==> config.mk <==
export PLATFORM = sky130hd
export DESIGN_NAME = divider_cfg_master_flat
export DESIGN_NICKNAME = d
export VERILOG_FILES = /design/src/rtl/divider_cfg_master_if.sv /design/src/rtl/divider_cfg_master.sv /design/src/flat_wrapper.sv
export SDC_FILE = /design/constraint.sdc
export NUM_CORES = 1
export LEC_CHECK = 0
export ABC_AREA = 1
export CELL_PAD_IN_SITES_DETAIL_PLACEMENT = 1
export CELL_PAD_IN_SITES_GLOBAL_PLACEMENT = 1
export CORE_MARGIN = 5
export CORE_UTILIZATION = 37
export CTS_CLUSTER_SIZE = 16
export DETAILED_ROUTE_END_ITERATION = 16
export PLACE_DENSITY = 0.73
export REMOVE_ABC_BUFFERS = 1
export SETUP_SLACK_MARGIN = 0.2
export SYNTH_ARGS = -nofsm -noshare
export SYNTH_HDL_FRONTEND = slang
export SYNTH_SLANG_ARGS = --single-unit
==> constraint.sdc <==
create_clock -name clk_ref_12M -period 2.05 [get_ports clk_ref_12M]
set_clock_uncertainty 0.2 [all_clocks]
set_input_delay 0.41 -clock clk_ref_12M [delete_from_list [all_inputs] [get_ports clk_ref_12M]]
set_output_delay 0.41 -clock clk_ref_12M [all_outputs]
set_load 0.05 [all_outputs]
==> src/rtl/divider_cfg_master_if.sv <==
// Configuration handshake and 3-wire serial port of the PLL divider programmer.
// The master modport is the programmer's view; the slave modport is the
// view of the upstream requester / serial-port observer.
interface divider_cfg_master_if #(
  parameter int N_W = 10,
  parameter int A_W = 13
) ();
  logic           cfg_valid;
  logic           cfg_ready;
  logic [N_W-1:0] cfg_n;
  logic [A_W-1:0] cfg_a;
  logic           cfg_done;
  logic           spi_sclk;
  logic           spi_ncs;
  logic           spi_mosi;

  modport master (
    input  cfg_valid, cfg_n, cfg_a,
    output cfg_ready, cfg_done, spi_sclk, spi_ncs, spi_mosi
  );

  modport slave (
    output cfg_valid, cfg_n, cfg_a,
    input  cfg_ready, cfg_done, spi_sclk, spi_ncs, spi_mosi
  );
endinterface

==> src/rtl/divider_cfg_master.sv <==
// SPI master that programs the PLL N/A divider pair with one 32-bit frame
// {6'b0, N, 3'b0, A}, MSB first, and keeps a shadow of the last values sent.
// All outputs are registered from the next-state decode. The done cycle is
// the first IDLE cycle, so between back-to-back frames ncs stays high for the
// GAP_CYC gap cycles plus that done/accept cycle.
module divider_cfg_master #(
  parameter int HALF_DIV = 6,
  parameter int GAP_CYC  = 12,
  parameter int N_W      = 10,
  parameter int A_W      = 13
) (
  input  logic                 clk_ref_12M,
  input  logic                 rst_n,
  divider_cfg_master_if.master bus,
  output logic                 busy,
  output logic [N_W-1:0]       cur_n,
  output logic [A_W-1:0]       cur_a
);

  localparam int MAXC  = (HALF_DIV > GAP_CYC) ? HALF_DIV : GAP_CYC;
  localparam int CNT_W = $clog2(MAXC) + 1;
  localparam logic [CNT_W-1:0] HALF_LAST = CNT_W'(HALF_DIV - 1);
  localparam logic [CNT_W-1:0] GAP_LAST  = CNT_W'(GAP_CYC - 1);

  typedef enum logic [2:0] {IDLE, SETUP, HIGH, LOW, HOLD, GAP} state_t;

  state_t           state_reg, state_next;
  logic [CNT_W-1:0] cnt_reg, cnt_next;
  logic [5:0]       bit_reg, bit_next;
  logic [31:0]      word_reg, word_next;
  logic [N_W-1:0]   n_reg, n_next;
  logic [A_W-1:0]   a_reg, a_next;

  logic           sclk_reg, sclk_next;
  logic           ncs_reg, ncs_next;
  logic           mosi_reg, mosi_next;
  logic           ready_reg, ready_next;
  logic           done_reg, done_next;
  logic           busy_reg, busy_next;
  logic [N_W-1:0] cur_n_reg, cur_n_next;
  logic [A_W-1:0] cur_a_reg, cur_a_next;

  logic        accept;
  logic        in_frame;
  logic [31:0] frame;

  assign accept = bus.cfg_valid & ready_reg;

  // Assemble the frame word from the request fields; unused bits stay zero.
  always_comb begin
    frame              = '0;
    frame[16 +: N_W]   = bus.cfg_n;
    frame[0 +: A_W]    = bus.cfg_a;
  end

  // State, counters, frame shifter and registered outputs.
  always_ff @(posedge clk_ref_12M or negedge rst_n) begin
    if (!rst_n) begin
      state_reg <= IDLE;
      cnt_reg   <= '0;
      bit_reg   <= '0;
      word_reg  <= '0;
      n_reg     <= '0;
      a_reg     <= '0;
      sclk_reg  <= 1'b0;
      ncs_reg   <= 1'b1;
      mosi_reg  <= 1'b0;
      ready_reg <= 1'b1;
      done_reg  <= 1'b0;
      busy_reg  <= 1'b0;
      cur_n_reg <= '0;
      cur_a_reg <= '0;
    end else begin
      state_reg <= state_next;
      cnt_reg   <= cnt_next;
      bit_reg   <= bit_next;
      word_reg  <= word_next;
      n_reg     <= n_next;
      a_reg     <= a_next;
      sclk_reg  <= sclk_next;
      ncs_reg   <= ncs_next;
      mosi_reg  <= mosi_next;
      ready_reg <= ready_next;
      done_reg  <= done_next;
      busy_reg  <= busy_next;
      cur_n_reg <= cur_n_next;
      cur_a_reg <= cur_a_next;
    end
  end

  // Next-state decode: half-period timing, bit counting and word shifting.
  always_comb begin
    state_next = state_reg;
    cnt_next   = cnt_reg;
    bit_next   = bit_reg;
    word_next  = word_reg;
    n_next     = n_reg;
    a_next     = a_reg;
    unique case (state_reg)
      IDLE: begin
        if (accept) begin
          state_next = SETUP;
          cnt_next   = '0;
          bit_next   = '0;
          word_next  = frame;
          n_next     = bus.cfg_n;
          a_next     = bus.cfg_a;
        end
      end
      SETUP: begin
        if (cnt_reg == HALF_LAST) begin
          state_next = HIGH;
          cnt_next   = '0;
        end else begin
          cnt_next = cnt_reg + 1'b1;
        end
      end
      HIGH: begin
        if (cnt_reg == HALF_LAST) begin
          cnt_next = '0;
          bit_next = bit_reg + 6'd1;
          if (bit_reg == 6'd31) begin
            state_next = HOLD;
          end else begin
            state_next = LOW;
            word_next  = {word_reg[30:0], 1'b0};
          end
        end else begin
          cnt_next = cnt_reg + 1'b1;
        end
      end
      LOW: begin
        if (cnt_reg == HALF_LAST) begin
          state_next = HIGH;
          cnt_next   = '0;
        end else begin
          cnt_next = cnt_reg + 1'b1;
        end
      end
      HOLD: begin
        if (cnt_reg == HALF_LAST) begin
          state_next = GAP;
          cnt_next   = '0;
        end else begin
          cnt_next = cnt_reg + 1'b1;
        end
      end
      GAP: begin
        if (cnt_reg == GAP_LAST) begin
          state_next = IDLE;
          cnt_next   = '0;
        end else begin
          cnt_next = cnt_reg + 1'b1;
        end
      end
      default: state_next = IDLE;
    endcase
  end

  // Output decode from the next state so every output leaves a flop.
  always_comb begin
    in_frame   = (state_next == SETUP) || (state_next == HIGH) ||
                 (state_next == LOW)   || (state_next == HOLD);
    ncs_next   = ~in_frame;
    sclk_next  = (state_next == HIGH);
    mosi_next  = in_frame & word_next[31];
    ready_next = (state_next == IDLE);
    done_next  = (state_reg == GAP) && (state_next == IDLE);
    busy_next  = (state_next != IDLE) || done_next;
    cur_n_next = done_next ? n_reg : cur_n_reg;
    cur_a_next = done_next ? a_reg : cur_a_reg;
  end

  assign bus.spi_sclk  = sclk_reg;
  assign bus.spi_ncs   = ncs_reg;
  assign bus.spi_mosi  = mosi_reg;
  assign bus.cfg_ready = ready_reg;
  assign bus.cfg_done  = done_reg;
  assign busy          = busy_reg;
  assign cur_n         = cur_n_reg;
  assign cur_a         = cur_a_reg;

endmodule
==> src/flat_wrapper.sv <==
// flat-port wrapper written by rule: the top's interface ports become plain ports
module divider_cfg_master_flat 
#(
  parameter int HALF_DIV = 6,
  parameter int GAP_CYC  = 12,
  parameter int N_W      = 10,
  parameter int A_W      = 13
)
  (clk_ref_12M, rst_n, busy, cur_n, cur_a, bus_cfg_valid, bus_cfg_n, bus_cfg_a, bus_cfg_ready, bus_cfg_done, bus_spi_sclk, bus_spi_ncs, bus_spi_mosi);
  divider_cfg_master_if #(.N_W(N_W), .A_W(A_W)) bus_i ();
  input  logic clk_ref_12M;
  input  logic rst_n;
  output logic busy;
  output logic [N_W-1:0] cur_n;
  output logic [A_W-1:0] cur_a;
  input wire logic [$bits(bus_i.cfg_valid)-1:0] bus_cfg_valid;
  input wire logic [$bits(bus_i.cfg_n)-1:0] bus_cfg_n;
  input wire logic [$bits(bus_i.cfg_a)-1:0] bus_cfg_a;
  output wire logic [$bits(bus_i.cfg_ready)-1:0] bus_cfg_ready;
  output wire logic [$bits(bus_i.cfg_done)-1:0] bus_cfg_done;
  output wire logic [$bits(bus_i.spi_sclk)-1:0] bus_spi_sclk;
  output wire logic [$bits(bus_i.spi_ncs)-1:0] bus_spi_ncs;
  output wire logic [$bits(bus_i.spi_mosi)-1:0] bus_spi_mosi;
  assign bus_i.cfg_valid = bus_cfg_valid;
  assign bus_i.cfg_n = bus_cfg_n;
  assign bus_i.cfg_a = bus_cfg_a;
  assign bus_cfg_ready = bus_i.cfg_ready;
  assign bus_cfg_done = bus_i.cfg_done;
  assign bus_spi_sclk = bus_i.spi_sclk;
  assign bus_spi_ncs = bus_i.spi_ncs;
  assign bus_spi_mosi = bus_i.spi_mosi;
  divider_cfg_master #(.HALF_DIV(HALF_DIV), .GAP_CYC(GAP_CYC), .N_W(N_W), .A_W(A_W)) u_core (.clk_ref_12M(clk_ref_12M), .rst_n(rst_n), .bus(bus_i), .busy(busy), .cur_n(cur_n), .cur_a(cur_a));
endmodule
==> impl_summary.txt, run 1 <==
----------------------------------------------------
[Logic synthesis]
  Flops & latches, synth ... 98
  Adder-cell area share of the yosys netlist ... less than 1%
  Xor and xnor area share after synthesis ... 0%
  Portion of netlist area occupied by mux cells ... 0%
  Simple-Gate Fraction of Synth Area ... about 30%
  Library cells used by synthesis ... 28
  Synth Area per Inst ... 8.82 um^2
  Share of synthesized area occupied by flip-flops and latches ... 57.8%
  Synth Cell Area ... 4240 um^2
  Share of the synthesized area in compound gates (AO/OA/AOI/OAI) ... approximately 4.7%
  Dominant combinational cell family by area after synthesis ... simple AND/OR/NAND/NOR gates
  Number of instances in the synthesized netlist ... 481
  Yosys warning count ... 0

[Die]
  Count of pins on the block boundary ... 55
  Die extent in x ... 117 um
  DIE HEIGHT ... 117 um
  Die footprint ... approximately 14000 um^2
  Row Count ... 39
  Initial cell density of the core ... 37.5%
  Std-Cell Core Area ... 11300 um^2

[Critical path]
  CP Class ... flip-flop to flip-flop
  Worst Setup SP ... u_core.cnt_reg[1]
  Setup crit start kind ... flip-flop
  Worst reg2reg endpoint ... u_core.cur_n[9]
  Worst-path cell with the longest stage delay ... dfrtp_1
  CP required ... ~2.1 ns
  Crit. End Element ... flip-flop
  Reg2Reg Setup Slack ... -0.08 ns
  Critical-path maximum fanout ... 7
  Largest stage delay, worst path ... 0.40 ns
  Data arrival time at the worst-slack endpoint ... 2.18 ns
  Setup crit end ... u_core.cur_n[9]
  Path depth of the worst reg2reg path ... 12
  Cells along the critical path ... inv_2, ha_4, nand2_4, nor2_4, nand2_2, nand3_2, nand2_4, nor2_4, nand3_4, clkbuf_16, nand2_2, nand2_1
  Reg-to-reg startpoint ... u_core.cnt_reg[1]

[Detailed routing]
  Met3 routed wirelength ... 481 um
  DR WL/cell ... 17.4 um
  WL met1 ... about 5300 um
  Post-detailed-route via-to-cell ratio ... 5.15
  DR DRC count ... 0
  Total via count in the routed design ... 3670
  Wire length on met2 ... roughly 6400 um
  Total length of routed wires ... between 10000 and 15000 um
  Top layer in use ... met4
  Post-DRT Antenna Nets ... 0
  Count of TritonRoute iterations in the first routing pass ... 4
  DRT iter0 DRCs ... 123

[Power]
  Total power density per cell area ... 621 nW/um^2
  Reported leakage power ... 0.00292 uW
  Peak supply drop ... 0.313 mV

[CTS]
  Worst-case clock buffer depth ... 2
  Number of H-tree levels ... 3
  Worst skew pair latency ... 0.35 ns
  Total clock buffers created by CTS ... 9
  TritonCTS clock tree ... done
  Clock Pin Slew Worst Setup and Hold Paths ... approximately 0.07 ns
  Root Buffer Master ... clkbuf_16
  Clock net sink count ... 98

[Timing]
  Tcrit/Tclk final ... 104%
  Min setup slack post-route ... -0.0793 ns
  Max-slew headroom ... 73.6%
  Worst Max-Slew Pin Slew ... 0.395 ns
  Fin Setup TNS ... -1.19 ns
  Unrepaired setup endpoints after global routing ... true
  Final worst path period need ... 2.13 ns
  Final hold violation count ... 0
  Final setup fails ... 23
  Highest clock rate ... roughly 0.47 GHz
  Number of slew-limit violations in the final report ... 0

[Cells and area]
  Combined area of the multi-input logic cells ... 1750 um^2
  Layout filler cell count ... 1308
  Area growth from synthesis to layout ... 35.8%
  Flip-flop count of the largest register after layout ... 32
  Number of antenna repair diodes ... 0
  Post-route core utilization ... 50.9%
  Layout net count ... 594
  Sequential cell area ... 2460 um^2
  Ratio of cells with drive above 1 in the final layout ... 28.3%

[Worst hold path]
  Min-delay worst type ... input port to asynchronous set/reset pin

[Outcome]
  Result of the run ... complete, but fails checks
  Violations in the final reports ... negative setup slack

[Global routing]
  Antenna violations before repair ... 0
  Wire length of the first global-routing pass ... 19600 um
  Via count of the first global-routing pass ... 3871
  Pin count of the biggest net entering global routing ... 66
  Gr ovfl total ... 0
  Global-route usage over all layers ... 18.5%

[Placement]
  Post-detailed-placement half-perimeter wirelength ... 8030 um
  Final Wtd Congestion ... 0.746
  Number of I/O port buffers ... 54

[Job]
  Number of maximum-capacitance constraint violations ... 0

----------------------------------------------------
==> worst max-delay path, delay by kind of cell (launching register included) <==
family / cells / cell delay (ns)
adders and majority gates: 1 / 0.13
DFF: 1 / 0.40
buffers and inverters: 2 / 0.28
and+or+nand+nor: 9 / 1.02
==> cells in the mapped netlist <==
library cell | number | area share [%]
nand2_1 | 170 | 15
dfrtp_1 | 96 | 57
nand4_1 | 42 | 6.2
inv_1 | 41 | 3.6
nand3_1 | 30 | 3.5
nor2_1 | 19 | 1.7
clkbuf_1 | 14 | 1.2
o21ai_0 | 12 | 1.4
o22ai_1 | 8 | 1.2
a21oi_1 | 6 | 0.71
buf_2 | 6 | 0.71
nor3_1 | 6 | 0.71
inv_2 | 5 | 0.44
nor2_4 | 4 | 1.1
ha_1 | 3 | 0.88
buf_6 | 2 | 0.53
dfstp_2 | 2 | 1.2
nand2_2 | 2 | 0.29
nand3_4 | 2 | 0.83
o211ai_1 | 2 | 0.35
o21ai_1 | 2 | 0.24
a21oi_2 | 1 | 0.21
clkinv_1 | 1 | 0.088
nand3_2 | 1 | 0.24
nor3_4 | 1 | 0.38
o21a_1 | 1 | 0.18
o21ai_2 | 1 | 0.21
o221ai_1 | 1 | 0.21
==> cells by family after synthesis <==
group,after synthesis
AOI/OAI and AO/OA,34
and+or+nand+nor,277
DFF,98
buffers and inverters,69
adders and majority gates,3
==> cells in the final DEF, fill, tap and decap left out, types with 2 or more instances in the layout <==
cell type          n
nand2_4           13
ha_4               2
clkdlybuf4s50_1   24
clkbuf_1           2
nand3_4            3
dfrtp_1           94
dfrtp_2            2
nor2_1            14
inv_2              9
nand2_1          136
buf_6              4
o211ai_1           2
o21ai_1            3
a21oi_2            2
buf_4             54
nand4_1           42
nand2_2           23
clkinvlp_4         2
o21ai_2            6
inv_1             37
a21oi_1            5
nand3_1           27
o21ai_0            6
buf_8              3
nand3_2            3
buf_12             8
dfstp_2            2
nor2_4             5
nor3_1             5
o22ai_1            8
clkbuf_16         10
nor2_2             4
==> layout make-up <==
class | count | share of cell area (%)
multi-input combinational | 314 | 30.4
clock buffer | 11 | 4.04
tap | 143 | 3.10
sequential | 98 | 42.6
clock inverter | 4 | 0.499
timing repair buffer | 95 | 16.2
inverter | 47 | 3.15
==> worst min-delay path by stage <==
| stage | slack [ns] | cells after the start | to |
|---|---|---|---|
| floorplan | -0.09 | 0 | u_core.a_reg[0] |
| global placement | 0.09 | 1 | u_core.n_reg[2] |
| detailed placement | 0.09 | 1 | u_core.cur_n[2] |
| CTS | 0.28 | 2 | u_core.cur_n[2] |
| global route | 0.27 | 2 | u_core.cur_n[2] |
| finish | 0.26 | 2 | u_core.cur_n[2] |
==> through the flow <==
stage | cells | hold slack, ns | instance area (um^2) | setup WS [ns] | total power (uW)
6_report | 712 | 0.258 | 5760 | -0.0793 | 3580
5_1_grt | 712 | 0.270 | 5760 | -0.195 | 3730
4_1_cts | 699 | 0.277 | 5390 | 0.0475 | 3620
3_5_place_dp | 682 | 0.0865 | 5050 | -0.175 | 2060
3_3_place_gp | 682 | 0.0888 | 5050 | -0.0840 | 2060
2_1_floorplan | 459 | -0.0856 | 4140 | -0.513 | 1970
==> per-layer routing <==
layer / vias to the layer above / track usage [%]
li1: 1738 / -
met1: 1850 / 23.8
met2: 61 / 31.5
met3: 21 / 3.80
met4: 0 / 5.58
met5: - / 0
==> repair_timing <==
action	4_1_cts	5_1_grt
pin swaps	3	5
setup endpoints to repair	62	68
gates cloned	0	1
setup buffers	1	12
resized for setup	21	76
hold endpoints to repair	14	0
hold buffers	1	0
==> where the power goes <==
part	switching, uW	internal, uW	leakage [uW]
registers	0	1930	0.00118
clock network	731	819	0.000122
logic	45.9	47.4	0.00162
total	777	2800	0.00292
Note: power is estimated with default switching activity, not from simulation.
==> run 2, diff against run 1 <==
--- a/config.mk
+++ b/config.mk
@@ -8,6 +8,7 @@
 export ABC_AREA = 1
 export CELL_PAD_IN_SITES_DETAIL_PLACEMENT = 1
 export CELL_PAD_IN_SITES_GLOBAL_PLACEMENT = 1
+export CORE_ASPECT_RATIO = 1.25
 export CORE_MARGIN = 5
 export CORE_UTILIZATION = 37
 export CTS_CLUSTER_SIZE = 16
==> impl_summary.txt, run 2 (synthesized netlist as in run 1, its figures left out) <==
----------------------------------------------------
[Detailed routing]
  Post-detailed-route via-to-cell ratio ... 5.25 (+1.8%)
  Top layer in use ... met4
  Wire length on met2 ... 7320 um (+15%)
  DR DRC count ... 0 (unchanged)
  Total length of routed wires ... 13800 um (+11%)
  DRT iter0 DRCs ... 143 (+16%)
  WL met1 ... 5730 um (+8.2%)
  Post-DRT Antenna Nets ... 0 (unchanged)
  DR WL/cell ... 19.3 um (+11%)
  Count of TritonRoute iterations in the first routing pass ... 4 (unchanged)
  Met3 routed wirelength ... 436 um (-9.4%)
  Total via count in the routed design ... 3745 (+2.0%)

[Worst hold path]
  Min-delay worst type ... input port to asynchronous set/reset pin

[Timing]
  Tcrit/Tclk final ... 104% (+0.28 points)
  Worst Max-Slew Pin Slew ... 0.344 ns (-0.0511 ns)
  Hold WS ... 0.255 ns (-0.00335 ns)
  Unrepaired setup endpoints after global routing ... true
  Min setup slack post-route ... -0.0851 ns (-0.00583 ns)
  Final worst path period need ... 2.14 ns (+0.00583 ns)
  Final setup fails ... 24 (+4.3%)
  Number of slew-limit violations in the final report ... 0 (unchanged)
  Highest clock rate ... 0.468 GHz (-0.27%)
  Final hold violation count ... 0 (unchanged)
  Max-slew headroom ... 76.9% (+3.2 points)

[Job]
  Number of maximum-capacitance constraint violations ... 0 (unchanged)

[Power]
  Register share of total power ... 49.2% (-4.8 points)
  Power spent charging and discharging nets ... 829 uW (+6.7%)
  Internal power of the cells ... 3100 uW (+11%)
  Switching portion of total power ... 21.1% (-0.61 points)
  Power share of the clock group ... 48.3% (+5.0 points)
  Total power density per cell area ... 627 nW/um^2 (+0.98%)
  Proportion of power drawn by combinational gates ... 2.5% (about the same)
  Reported leakage power ... 0.00308 uW (+5.4%)
  Peak supply drop ... 0.328 mV (+4.8%)

[Global routing]
  Wire length of the first global-routing pass ... 19400 um (-0.91%)
  Global-route usage over all layers ... 18.1% (-0.42 points)
  Antenna violations before repair ... 0 (unchanged)
  Pin count of the biggest net entering global routing ... 60 (-9.1%)
  Via count of the first global-routing pass ... 3764 (-2.8%)
  Gr ovfl total ... 0 (unchanged)

[Cells and area]
  Highest-count cells in the layout ignoring fill and taps ... nand2_1 (120), dfrtp_1 (92), buf_4 (56)
  Flip-flop count of the largest register after layout ... 32 (unchanged)
  Number of antenna repair diodes ... 0 (unchanged)
  Sequential cell area ... 2460 um^2 (+0.10%)
  Layout filler cell count ... 1231 (-5.9%)
  Final standard cell count with taps included and fillers excluded ... 714 (+0.28%)
  Layout net count ... 603 (+1.5%)
  Commonest non-fill, non-tap cell in the layout ... nand2_1
  Combined area of the multi-input logic cells ... 2060 um^2 (+17%)
  Post-route core utilization ... 56.0% (+5.1 points)
  Ratio of cells with drive above 1 in the final layout ... 38.3% (+10 points)
  Area growth from synthesis to layout ... 47.6%

[CTS]
  TritonCTS clock tree ... done
  Root Buffer Master ... clkbuf_16
  Number of H-tree levels ... 3 (unchanged)
  Worst skew pair latency ... 0.36 ns (about the same)
  Total clock buffers created by CTS ... 9 (unchanged)
  Clock net sink count ... 98 (unchanged)
  Worst-case clock buffer depth ... 2 (unchanged)
  Clock Pin Slew Worst Setup and Hold Paths ... 0.07 ns (about the same)

[Placement]
  Number of instances in the placed design ... 674 (-1.2%)
  Post-detailed-placement half-perimeter wirelength ... 7900 um (-1.6%)
  Number of I/O port buffers ... 54 (unchanged)
  Final Wtd Congestion ... 0.810 (+8.6%)

[Die]
  Die footprint ... 13700 um^2 (about the same)
  Initial cell density of the core ... 37.9% (+0.44 points)
  Die extent in x ... 106 um (-9.7%)
  Std-Cell Core Area ... 11200 um^2 (-1.2%)
  Row Count ... 43 (+10%)
  Count of pins on the block boundary ... 55 (unchanged)
  DIE HEIGHT ... 130 um (+11%)

[Critical path]
  Path depth of the worst reg2reg path ... 12 (unchanged)
  Critical-path maximum fanout ... 6 (-1)
  Cells along the critical path ... inv_4, ha_4, nand2_4, nor2_4, nand2_1, nand3_2, nand2_2, nor2_4, nand3_4, buf_12, nand2_2, nand2_1
  Critical path buffer and inverter count ... 2 (unchanged)
  CP required ... 2.09 ns (about the same)
  Crit. End Element ... flip-flop
  Data arrival time at the worst-slack endpoint ... 2.17 ns (about the same)
  Worst-path cell with the longest stage delay ... dfrtp_2
  Largest stage delay, worst path ... 0.45 ns (+0.05 ns)
  Cell family with most CP delay ... simple AND/OR/NAND/NOR gates
  Setup crit start kind ... flip-flop
  CP Class ... flip-flop to flip-flop
  Instance count on the critical path ... 12 (unchanged)

[Outcome]
  Violations in the final reports ... negative setup slack
  Result of the run ... complete, but fails checks

----------------------------------------------------
run 2: final cells by class:
| cell class | instances | area share (%) |
|---|---|---|
| clock inverter | 6 | 1.52 |
| clock buffer | 10 | 3.82 |
| timing repair inverter | 1 | 0.140 |
| timing repair buffer | 103 | 16.6 |
| sequential | 98 | 39.3 |
| tap | 135 | 2.70 |
| inverter | 47 | 3.12 |
| multi-input combinational | 314 | 32.8 |
run 2: final timing paths:
path                                    from          endpoint  slack, ns
min reg2reg                  u_core.cur_n[3]   u_core.cur_n[3]       0.27
max in group asynchronous              rst_n  u_core.a_reg[11]       0.79
min in group clk_ref_12M     u_core.cur_n[3]   u_core.cur_n[3]       0.27
max reg2reg                u_core.cnt_reg[1]   u_core.cur_n[9]      -0.09
min                                    rst_n   u_core.n_reg[7]       0.25
max                        u_core.cnt_reg[1]   u_core.cur_n[9]      -0.09
run 2: repair_timing:
item / in CTS / in global routing
buffers inserted: 10 / 6
hold buffers: 1 / 0
pin swaps: 7 / 6
gates resized for setup: 32 / 138
cloned: 1 / 6
hold endpoints to repair: 12 / 0
setup endpoints to repair: 71 / 90
run 2: metal layers:
metal  GRT usage [%]  vias to the layer above
met3            3.12                       18
met5               0                        -
li1                -                     1764
met1            23.2                     1885
met4            7.62                        0
met2            30.5                       78
run 2: metrics by stage:
step	setup TNS, ns	power, uW	cell area [um^2]	worst slack (ns)
6_report	-1.46	3920	6260	-0.0851
2_1_floorplan	-29.32	1970	4140	-0.513
5_1_grt	-4.46	4040	6260	-0.173
4_1_cts	0	3950	5580	0.0191
3_3_place_gp	-3.25	2070	5040	-0.105
3_5_place_dp	-4.57	2070	5040	-0.125
run 2: power by group through the flow:
stage	logic (uW)	registers, uW	clock network (uW)
after CTS	100	1930	1910
after global routing	108	1930	2000
after global placement	98.9	1970	0
after detailed placement	97.3	1970	0
final	96.9	1930	1900
after floorplan	0.499	1970	0
==> run 3, diff against run 2 <==
--- a/config.mk
+++ b/config.mk
@@ -10,10 +10,10 @@
 export CELL_PAD_IN_SITES_GLOBAL_PLACEMENT = 1
 export CORE_ASPECT_RATIO = 1.25
 export CORE_MARGIN = 5
-export CORE_UTILIZATION = 37
+export CORE_UTILIZATION = 40
 export CTS_CLUSTER_SIZE = 16
 export DETAILED_ROUTE_END_ITERATION = 16
-export PLACE_DENSITY = 0.73
+export PLACE_DENSITY = 0.75
 export REMOVE_ABC_BUFFERS = 1
 export SETUP_SLACK_MARGIN = 0.2
 export SYNTH_ARGS = -nofsm -noshare
==> constraint.sdc (replaced) <==
create_clock -name clk_ref_12M -period 2.6 [get_ports clk_ref_12M]
set_clock_uncertainty 0.2 [all_clocks]
set_input_delay 0.52 -clock clk_ref_12M [delete_from_list [all_inputs] [get_ports clk_ref_12M]]
set_output_delay 0.52 -clock clk_ref_12M [all_outputs]
set_load 0.05 [all_outputs]
==> impl_summary.txt, run 3 (synthesized netlist as in run 1, its figures left out) <==
----------------------------------------------------
[Outcome]
  Result of the run ... finished, final reports clean

[Global routing]
  Gr ovfl total ... 0 (unchanged)
  Pin count of the biggest net entering global routing ... 40 (-33%)
  Global-route usage over all layers ... 18.4% (+0.35 points)
  Antenna violations before repair ... 0 (unchanged)
  Wire length of the first global-routing pass ... 18700 um (-3.9%)
  Via count of the first global-routing pass ... 3821 (+1.5%)

[Placement]
  Post-detailed-placement half-perimeter wirelength ... 7770 um (-1.7%)
  Final Wtd Congestion ... 0.807 (-0.35%)
  Number of instances in the placed design ... 662 (-1.8%)
  Number of I/O port buffers ... 54 (unchanged)

[Critical path]
  Largest stage delay, worst path ... 0.79 ns (+0.34 ns)
  Reg2Reg Setup Slack ... 0.33 ns (+0.42 ns)
  CP required ... 1.88 ns (-0.21 ns)
  Worst reg2reg endpoint ... u_core.cur_n[6]
  Cells along the critical path ... clkdlybuf4s50_1
  Setup crit start kind ... flip-flop
  Data arrival time at the worst-slack endpoint ... 1.64 ns (-0.53 ns)
  Cell family with most CP delay ... buffers and inverters
  Crit. End Element ... output pin
  CP Class ... flip-flop to output pin
  Reg-to-reg startpoint ... u_core.cnt_reg[0]
  Path depth of the worst reg2reg path ... 12 (unchanged)
  Worst Setup SP ... u_core.bus.spi_ncs
  Critical path buffer and inverter count ... 1 (-1)
  Critical-path maximum fanout ... 1 (-5)
  Worst-path cell with the longest stage delay ... clkdlybuf4s50_1

[Detailed routing]
  DR DRC count ... 0 (unchanged)
  Post-DRT Antenna Nets ... 0 (unchanged)
  Total via count in the routed design ... 3560 (-4.9%)
  DR WL/cell ... 16.6 um (-14%)
  Post-detailed-route via-to-cell ratio ... 5.22 (-0.48%)
  Total length of routed wires ... 11300 um (-18%)
  Count of TritonRoute iterations in the first routing pass ... 4 (unchanged)
  DRT iter0 DRCs ... 169 (+18%)

[Worst hold path]
  Min-delay worst type ... flip-flop to flip-flop
  Worst Hold End ... u_core.cur_n[1]
  Hold path startpoint ... u_core.cur_n[1]
  Count of cells along the worst hold path ... 2

[Job]
  Number of maximum-capacitance constraint violations ... 0 (unchanged)

[CTS]
  Root Buffer Master ... clkbuf_16
  Total clock buffers created by CTS ... 9 (unchanged)
  Clock net sink count ... 98 (unchanged)
  Worst skew pair latency ... 0.34 ns (-0.02 ns)
  TritonCTS clock tree ... done
  Number of H-tree levels ... 3 (unchanged)
  Clock Pin Slew Worst Setup and Hold Paths ... 0.07 ns (about the same)
  Worst-case clock buffer depth ... 2 (unchanged)

[Cells and area]
  Ratio of cells with drive above 1 in the final layout ... 10.2% (-28 points)
  Final standard cell count with taps included and fillers excluded ... 682 (-4.5%)
  Commonest non-fill, non-tap cell in the layout ... nand2_1
  Area growth from synthesis to layout ... 26.6%
  Number of antenna repair diodes ... 0 (unchanged)
  Highest-count cells in the layout ignoring fill and taps ... nand2_1 (170), dfrtp_1 (96), clkdlybuf4s50_1 (52)
  Flip-flop count of the largest register after layout ... 32 (unchanged)
  Post-route core utilization ... 51.1% (-4.9 points)
  Layout net count ... 574 (-4.8%)
  Layout filler cell count ... 1257 (+2.1%)

[Timing]
  Fin Setup TNS ... 0 ns (+1.46 ns)
  Final worst path period need ... 2.36 ns
  Tcrit/Tclk final ... 90.7%
  Unrepaired setup endpoints after global routing ... false
  Max-slew headroom ... 64.3% (-13 points)
  Final hold violation count ... 0 (unchanged)
  Worst Max-Slew Pin Slew ... 0.536 ns (+0.191 ns)
  Number of slew-limit violations in the final report ... 0 (unchanged)
  Final setup fails ... 0 (-100%)
  Highest clock rate ... 0.424 GHz

[Die]
  Initial cell density of the core ... 40.4% (+2.5 points)
  Row Count ... 42 (-2.3%)
  Std-Cell Core Area ... 10500 um^2 (-6.1%)
  DIE HEIGHT ... 125 um (-3.5%)
  Die extent in x ... 102 um (-3.5%)
  Die footprint ... 12800 um^2 (-6.9%)
  Count of pins on the block boundary ... 55 (unchanged)

[Power]
  Total power density per cell area ... 555 nW/um^2 (-11%)
  Reported leakage power ... 0.00272 uW (-12%)
  Peak supply drop ... 0.361 mV (+10%)

----------------------------------------------------
run 3: changes by cell type in the layout (fill, tap and decap cells not counted), sizes merged:
cell,before,now
bufinv,2,1
buf,75,19
clkdlybuf4s50,24,52
dlymetal6s2s,0,1
clkinv,3,2
nand3,33,35
clkbuf,13,11
run 3: worst register-to-register path: stages (launching register included):
cell and delay, ns:
dfrtp_1 0.42, ha_1 0.22, nand2_1 0.13, inv_2 0.04, nand2_1 0.17, nand2_1 0.13
nand2_1 0.12, nand2_2 0.09, nor2_4 0.13, buf_12 0.14, nand3_4 0.19, nand2_1 0.13
nand2_1 0.05
run 3: repair_timing:
item	CTS	global route
setup buffers	0	1
hold buffers	1	0
setup endpoints to repair	0	24
hold endpoints to repair	34	0
resized for setup	0	3
run 3: worst max-delay path by stage:
stage,slack [ns],end,cells after the start
after floorplan,0.04,u_core.cur_a[0],10
after global placement,0.24,u_core.cur_n[0],11
after detailed placement,0.17,u_core.cur_a[7],11
after CTS,0.20,bus_cfg_ready,1
after global routing,0.20,u_core.cur_n[6],12
final,0.24,bus_spi_ncs,1
run 3: power by group:
| part | total (uW) | leakage, uW | switching (uW) | internal [uW] |
|---|---|---|---|---|
| Sequential | 1520 | 0.00119 | 0 | 1520 |
| Combinational | 74.6 | 0.00138 | 36.4 | 38.2 |
| Clock | 1380 | 0.000153 | 579 | 804 |
| Total | 2980 | 0.00272 | 616 | 2370 |
run 3: through the flow:
stage / hold slack [ns] / instance area, um^2 / total power [uW] / setup WS, ns
after global routing: 0.297 / 5370 / 3080 / 0.196
final: 0.273 / 5370 / 2980 / 0.243
after global placement: 0.255 / 4990 / 1630 / 0.239
after detailed placement: 0.260 / 4990 / 1630 / 0.173
after floorplan: 0.0244 / 4140 / 1550 / 0.0367
after CTS: 0.276 / 5320 / 3010 / 0.200
run 3: metal layers:
metal	track usage, %	part of all wire [%]	vias up	wire (um)
li1	-	-	1694	-
met1	23.7	43	1790	4920
met2	31.5	51	61	5790
met3	3.06	3.4	15	388
met4	5.71	1.9	0	215
met5	0	0	-	0
run 3: cell type report:
class / count / area (um^2) / share of cell area [%]
sequential: 98 / 2450 / 45.7
multi-input combinational: 316 / 1540 / 28.6
timing repair buffer: 73 / 727 / 13.5
clock buffer: 11 / 253 / 4.71
inverter: 47 / 176 / 3.28
tap: 132 / 165 / 3.07
clock inverter: 5 / 60.1 / 1.12
==> RTL edit 1: new RTL, flow settings as in run 1 <==
The 6 states of `state_t` get a one-hot encoding in 6 bits.
--- a/src/rtl/divider_cfg_master.sv
+++ b/src/rtl/divider_cfg_master.sv
@@ -23,5 +23,5 @@
   localparam logic [CNT_W-1:0] GAP_LAST  = CNT_W'(GAP_CYC - 1);
 
-  typedef enum logic [2:0] {IDLE, SETUP, HIGH, LOW, HOLD, GAP} state_t;
+  typedef enum logic [5:0] {IDLE = 6'b000001, SETUP = 6'b000010, HIGH = 6'b000100, LOW = 6'b001000, HOLD = 6'b010000, GAP = 6'b100000} state_t;
 
   state_t           state_reg, state_next;
Check against the original RTL: same outputs for any inputs over 10 cycles, from zero or initial values and one cycle with rst_n low; not proved beyond that.
==> RTL edit 1 against run 1 <==
Via count shrank 2.7%. Critical path type unchanged. Worst setup slack improved by 0.21 ns. Non-clock buffer count shrank 6. Design area rose by 1.2%. Area after synthesis increased by 2.4%. Wire length fell by 4.6%. Sequential cell count increased by 3.
Power is not compared: it rests on default switching activity, and its combinational part moved more than twofold at a synthesized area within 25%.
==> RTL edit 1: results <==
metrics = {
    "grt": {
        "grt_usage_pct": 16.47,
        "grt_max_degree": 57,
        "grt_pass1_vias": 3877,
        "grt_pass1_wl_mm": 18.93,
        "antenna_found_initial": 0,
    },
    "sta": {
        "tightest_slew_ns": 0.3440,
        "timing.hold.ws_ns": 0.2784,
    },
    "layout": {
        "nets": 607,
        "drive_gt1_share_pct": 22.98,
    },
    "logic_synthesis": {
        "synthTopCellsByArea": "dfrtp_1, nand2_1, inv_1, o21ai_0, a22oi_1",
        "synth-compound-area-share_pct": 8.900,
        "synth_xor_area_share_pct": 1.815,
        "synth-adder-area-share_pct": 0.8641,
        "synthArstFlopShare_pct": 100.0,
        "synth_seq_area_share_pct": 58.27,
        "yosys-top-cells-count": "nand2_1, dfrtp_1, inv_1",
    },
    "route": {
        "routed_wl_mm": 11.81,
        "dr.first_iter.drc_count": 117,
        "vias_per_cell": 4.920,
    },
    "hold_path": {
        "hold_start": "u_core.word_reg[0]$_DFFE_PN0P_",
        "hp-class": "reg -> reg",
    },
    "critical_path": {
        "regToRegSetupSlack_ns": 0.13,
        "worstPathMaxFanout": 15,
        "crit_end": "u_core.word_reg[21]$_DFFE_PN0P_",
        "critPathLaunch": "u_core.cnt_reg[1]$_DFFE_PN0P_",
        "crit_arrival_ns": 1.95,
        "ff2ff_path_depth": 11,
    },
    "place": {
        "hpwl_mm": 7.413,
        "routabilityCongestion": 0.7864,
    },
    "power_and_ir_drop": {
        "ir_drop_mv": 0.7798,
    },
    "run_status": {
        "status": "finished, final reports clean",
    },
    "cts": {
        "root_buffer": "clkbuf_16",
        "cts_buffers": 9,
        "ctsLongestPathBuffers": 2,
    },
}
[RTL edit 1: changes by cell type after synthesis, moves of 6 or more]
cell / change
nand4_1: -40
inv_1: +12
o21ai_0: +21
xor2_1: +6
nand2_1: +24
nand3_1: -19
clkbuf_1: -10
a22oi_1: +13
a21oi_1: -6
[RTL edit 1: kinds of logic (layout without fill, tap and decap cells)]
family          after synthesis  count (layout)
buf+inv                      73             162
fa+ha+maj                     3               3
xor+xnor                      9               9
flops                       101             101
compound gates               67              67
simple gates                240             241
[RTL edit 1: power breakdown]
| part | internal, W | switching [W] | total (W) |
|---|---|---|---|
| clock network | 0.00109 | 0.000816 | 0.00191 |
| registers | 0.00245 | 0.000232 | 0.00269 |
| logic | 0.000853 | 0.00129 | 0.00214 |
[RTL edit 1: worst min-delay path by stage]
stage	to	cells after the start
after floorplan	u_core.a_reg[0]$_DFFE_PN0P_	0
after global placement	u_core.n_reg[4]$_DFFE_PN0P_	2
after detailed placement	u_core.n_reg[4]$_DFFE_PN0P_	2
after CTS	u_core.word_reg[1]$_DFFE_PN0P_	2
after global routing	u_core.word_reg[1]$_DFFE_PN0P_	2
final	u_core.word_reg[0]$_DFFE_PN0P_	2
[RTL edit 1: cell type report]
class                      count  area (um^2)
fill                        1315         5635
clock inverter                 7        103.9
sequential                   101         2534
multi-input combinational    320         1674
inverter                      57        227.7
tap                          143        178.9
timing repair buffer          89        888.4
clock buffer                   9        225.2
[RTL edit 1: timing repair]
action	in CTS	in global routing
setup buffers	8	10
hold endpoints to repair	98	0
endpoints found under the setup margin	66	74
pin swaps	3	18
hold buffers	1	0
gates cloned	0	4
resized for setup	8	56
[RTL edit 1: through the flow]
step	power [W]	setup WS, ns	instances	area (um^2)	util (%)
6_report	0.006736	0.1337	726	5832	50.86
5_1_grt	0.007156	0.009444	726	5832	50.86
4_1_cts	0.006476	0.1683	712	5510	48.05
3_5_place_dp	0.004454	-0.06202	687	5080	44.30
3_3_place_gp	0.004367	-0.03476	687	5080	44.30
2_1_floorplan	0.003737	-0.1803	477	4250	-
[RTL edit 1: per-layer routing]
metal  vias up  track usage, %  wire length, um
li1       1709               -                -
met3        17           3.391              352
met2        49           27.64             5819
met5         -               0                0
met4         0           6.093              209
met1      1797           21.04             5423
[RTL edit 1: worst register-to-register path, cell delays in order (launching register included)]
cell	delay, ns
dfrtp_1	0.39
inv_1	0.07
ha_2	0.16
nand2_2	0.06
nor2_4	0.21
inv_4	0.08
nand2_4	0.08
inv_4	0.05
nor2_8	0.17
nand2_4	0.17
nand2_1	0.11
nand2_1	0.05
==> RTL edit 2: new RTL, settings of run 1 <==
Made on the original files. `GAP_CYC` is set to 12 in 2 places; all go to 24.
--- a/src/rtl/divider_cfg_master.sv
+++ b/src/rtl/divider_cfg_master.sv
@@ -6,5 +6,5 @@
 module divider_cfg_master #(
   parameter int HALF_DIV = 6,
-  parameter int GAP_CYC  = 12,
+  parameter int GAP_CYC  = 24,
   parameter int N_W      = 10,
   parameter int A_W      = 13
--- a/src/flat_wrapper.sv
+++ b/src/flat_wrapper.sv
@@ -3,5 +3,5 @@
 #(
   parameter int HALF_DIV = 6,
-  parameter int GAP_CYC  = 12,
+  parameter int GAP_CYC  = 24,
   parameter int N_W      = 10,
   parameter int A_W      = 13
Behaviour: no difference found for any inputs over 10 cycles, from zero or initial values and one cycle with rst_n low; that may be too few to reach the edited logic, so the function may still have changed.
==> RTL edit 2 against run 1 <==
The run still ends with setup timing left. Power up 2.9%. Non-clock buffer count grew 16. Worst setup slack better by 0.069 ns. Sequential cell count rose by 1. First-iteration DRC count is 65% higher. Wire length increased by 14%. Via count grew 5.1%. Design area grew 11%. Area after synthesis rose by 3.2%. Synthesized cell count grew 1.0%. Sequential share of layout area decreased by 3.8 points. Count of clock-buffer cells in the layout shrank 2. Critical path type unchanged. Largest cell class unchanged. Largest power group unchanged.
==> RTL edit 2: results <==
metrics = {
    "run_status": {
        "status": "complete, but fails checks",
        "violations": "setup timing",
    },
    "route": {
        "wl_per_cell_um": 19.10,
        "num_vias": 3856,
        "wl_met1_mm": 5.808,
        "dr.first_iter.drc_count": 203,
        "wl_met2_mm": 7.550,
        "met3_length_um": 369,
        "first_pass_iters": 4,
    },
    "grt": {
        "grt_pass1_wl_mm": 21.17,
        "antenna_found_initial": 0,
        "grt_pass1_vias": 4142,
        "grt_max_degree": 62,
        "grt_usage_pct": 18.70,
    },
    "power_and_ir_drop": {
        "power_leakage_nw": 3.059,
        "ir_drop_mv": 0.2856,
    },
    "logic_synthesis": {
        "netlist_instances": 486,
        "yosys-top-cells-count": "nand2_1, dfrtp_1, inv_1",
        "synthArstFlopShare_pct": 100.0,
        "yosys.cell_types.count": 34,
        "synthTopCellsByArea": "dfrtp_1, nand2_1, inv_1, nand4_1, nand3_1",
        "ys_warn_count": 0,
        "synth_seq_area_share_pct": 56.61,
    },
    "hold_path": {
        "hold_start": "u_core.n_reg[9]$_DFFE_PN0P_",
        "hold_path_end": "u_core.n_reg[9]$_DFFE_PN0P_",
        "hp-class": "reg -> reg",
    },
    "cts": {
        "ctsLongestPathBuffers": 2,
        "clkTransAtPathRegs_ns": 0.07,
        "cts_buffers": 9,
        "clock_latency_ns": 0.35,
        "htree_levels": 3,
        "root_buffer": "clkbuf_16",
    },
    "critical_path": {
        "cpPeakStageDelay_ns": 0.38,
        "ff2ff_path_depth": 11,
        "r2r-start": "u_core.bit_reg[1]$_DFFE_PN0P_",
        "rr_endpoint": "u_core.cur_n[0]$_DFFE_PN0P_",
        "worstPathMaxFanout": 7,
        "crit_arrival_ns": 2.10,
        "crit_family": "simple AND/OR/NAND/NOR gates",
    },
    "place": {
        "place_area_um2": 5266,
        "routabilityCongestion": 0.7974,
        "dp_cells": 696,
        "hpwl_mm": 8.369,
        "dp_slack_ns": -0.1221,
    },
    "sta": {
        "setup_viol": 3,
        "worst_slack_ns": -0.01043,
        "finalSetupTns_ns": -0.01910,
        "timing.hold.ws_ns": 0.2820,
        "relSlewSlack_pct": 63.81,
    },
    "layout": {
        "drive_gt1_share_pct": 38.15,
        "nets": 619,
        "largest_register_ffs": 32,
        "final_cells": 738,
    },
}
==> RTL edit 2: cell types whose count changed in the layout (fill, tap and decap cells not counted), sizes merged, moves of 2 or more <==
cell / run 1 / this run
nor3: 7 / 5
o22ai: 8 / 5
clkbuf: 12 / 10
inv: 47 / 51
nand2: 172 / 177
o21ai: 15 / 26
nand4: 42 / 26
o211ai: 2 / 10
clkinv: 2 / 6
buf: 69 / 85
==> RTL edit 2: worst min-delay path, delay by kind of cell, from the launching register on <==
family | cells | cell delay (ns)
simple gates | 2 | 0.10
flops | 1 | 0.35
==> RTL edit 2: how the worst max path moves through the flow <==
stage,startpoint,to,slack (ns),cells past startpoint
6_report,u_core.bit_reg[1]$_DFFE_PN0P_,u_core.cur_n[0]$_DFFE_PN0P_,-0.01,11
5_1_grt,u_core.bit_reg[1]$_DFFE_PN0P_,u_core.cur_a[3]$_DFFE_PN0P_,-0.15,11
4_1_cts,u_core.cnt_reg[1]$_DFFE_PN0P_,u_core.cur_n[5]$_DFFE_PN0P_,0.05,11
3_5_place_dp,bus_cfg_valid,u_core.word_reg[12]$_DFFE_PN0P_,-0.12,9
3_3_place_gp,bus_cfg_valid,u_core.bus.spi_mosi$_DFF_PN0_,-0.03,8
2_1_floorplan,u_core.bus.cfg_ready$_DFF_PN1_,u_core.cur_a[0]$_DFFE_PN0P_,-0.11,8
==> RTL edit 2: routing by layer <==
layer | track usage, % | vias up
met3 | 2.913 | 25
met4 | 8.400 | 0
li1 | - | 1780
met5 | 0 | -
met1 | 22.78 | 1971
met2 | 32.68 | 80
==> RTL edit 2: power breakdown <==
part / leakage (nW) / switching, W / internal (W)
registers: 1.18 / 0 / 0.00195
logic: 1.74 / 0.0000539 / 0.0000490
clock network: 0.137 / 0.000793 / 0.000832
==> RTL edit 2: layout make-up <==
type | count | area [um^2]
timing repair buffer | 111 | 1130
tap | 143 | 178.9
multi-input combinational | 318 | 2103
sequential | 99 | 2482
inverter | 51 | 219.0
clock inverter | 7 | 51.30
fill | 1285 | 5126
clock buffer | 9 | 225.2
==> RTL edit 2: kinds of logic after synthesis <==
logic type / Yosys count / synth area share [%]
compound gates: 50 / 6.798
xor+xnor: 1 / 0.2000
fa+ha+maj: 3 / 0.8570
buf+inv: 69 / 7.026
flops: 99 / 56.61
simple gates: 264 / 28.51
==> RTL edit 2: stage by stage <==
step | util [%] | power, W
2_1_floorplan | - | 0.001997
3_3_place_gp | 45.73 | 0.002093
3_5_place_dp | 45.73 | 0.002094
4_1_cts | 51.20 | 0.003721
5_1_grt | 55.49 | 0.003808
6_report | 55.49 | 0.003680
==> RTL edit 2: what timing repair did <==
item                       in CTS  in global routing
setup endpoints to repair      65                 71
cloned                          2                  0
hold buffers                    1                  0
hold endpoints to repair       97                  0
setup buffers                  15                  8
resized for setup              44                121
pin swaps                      14                 28
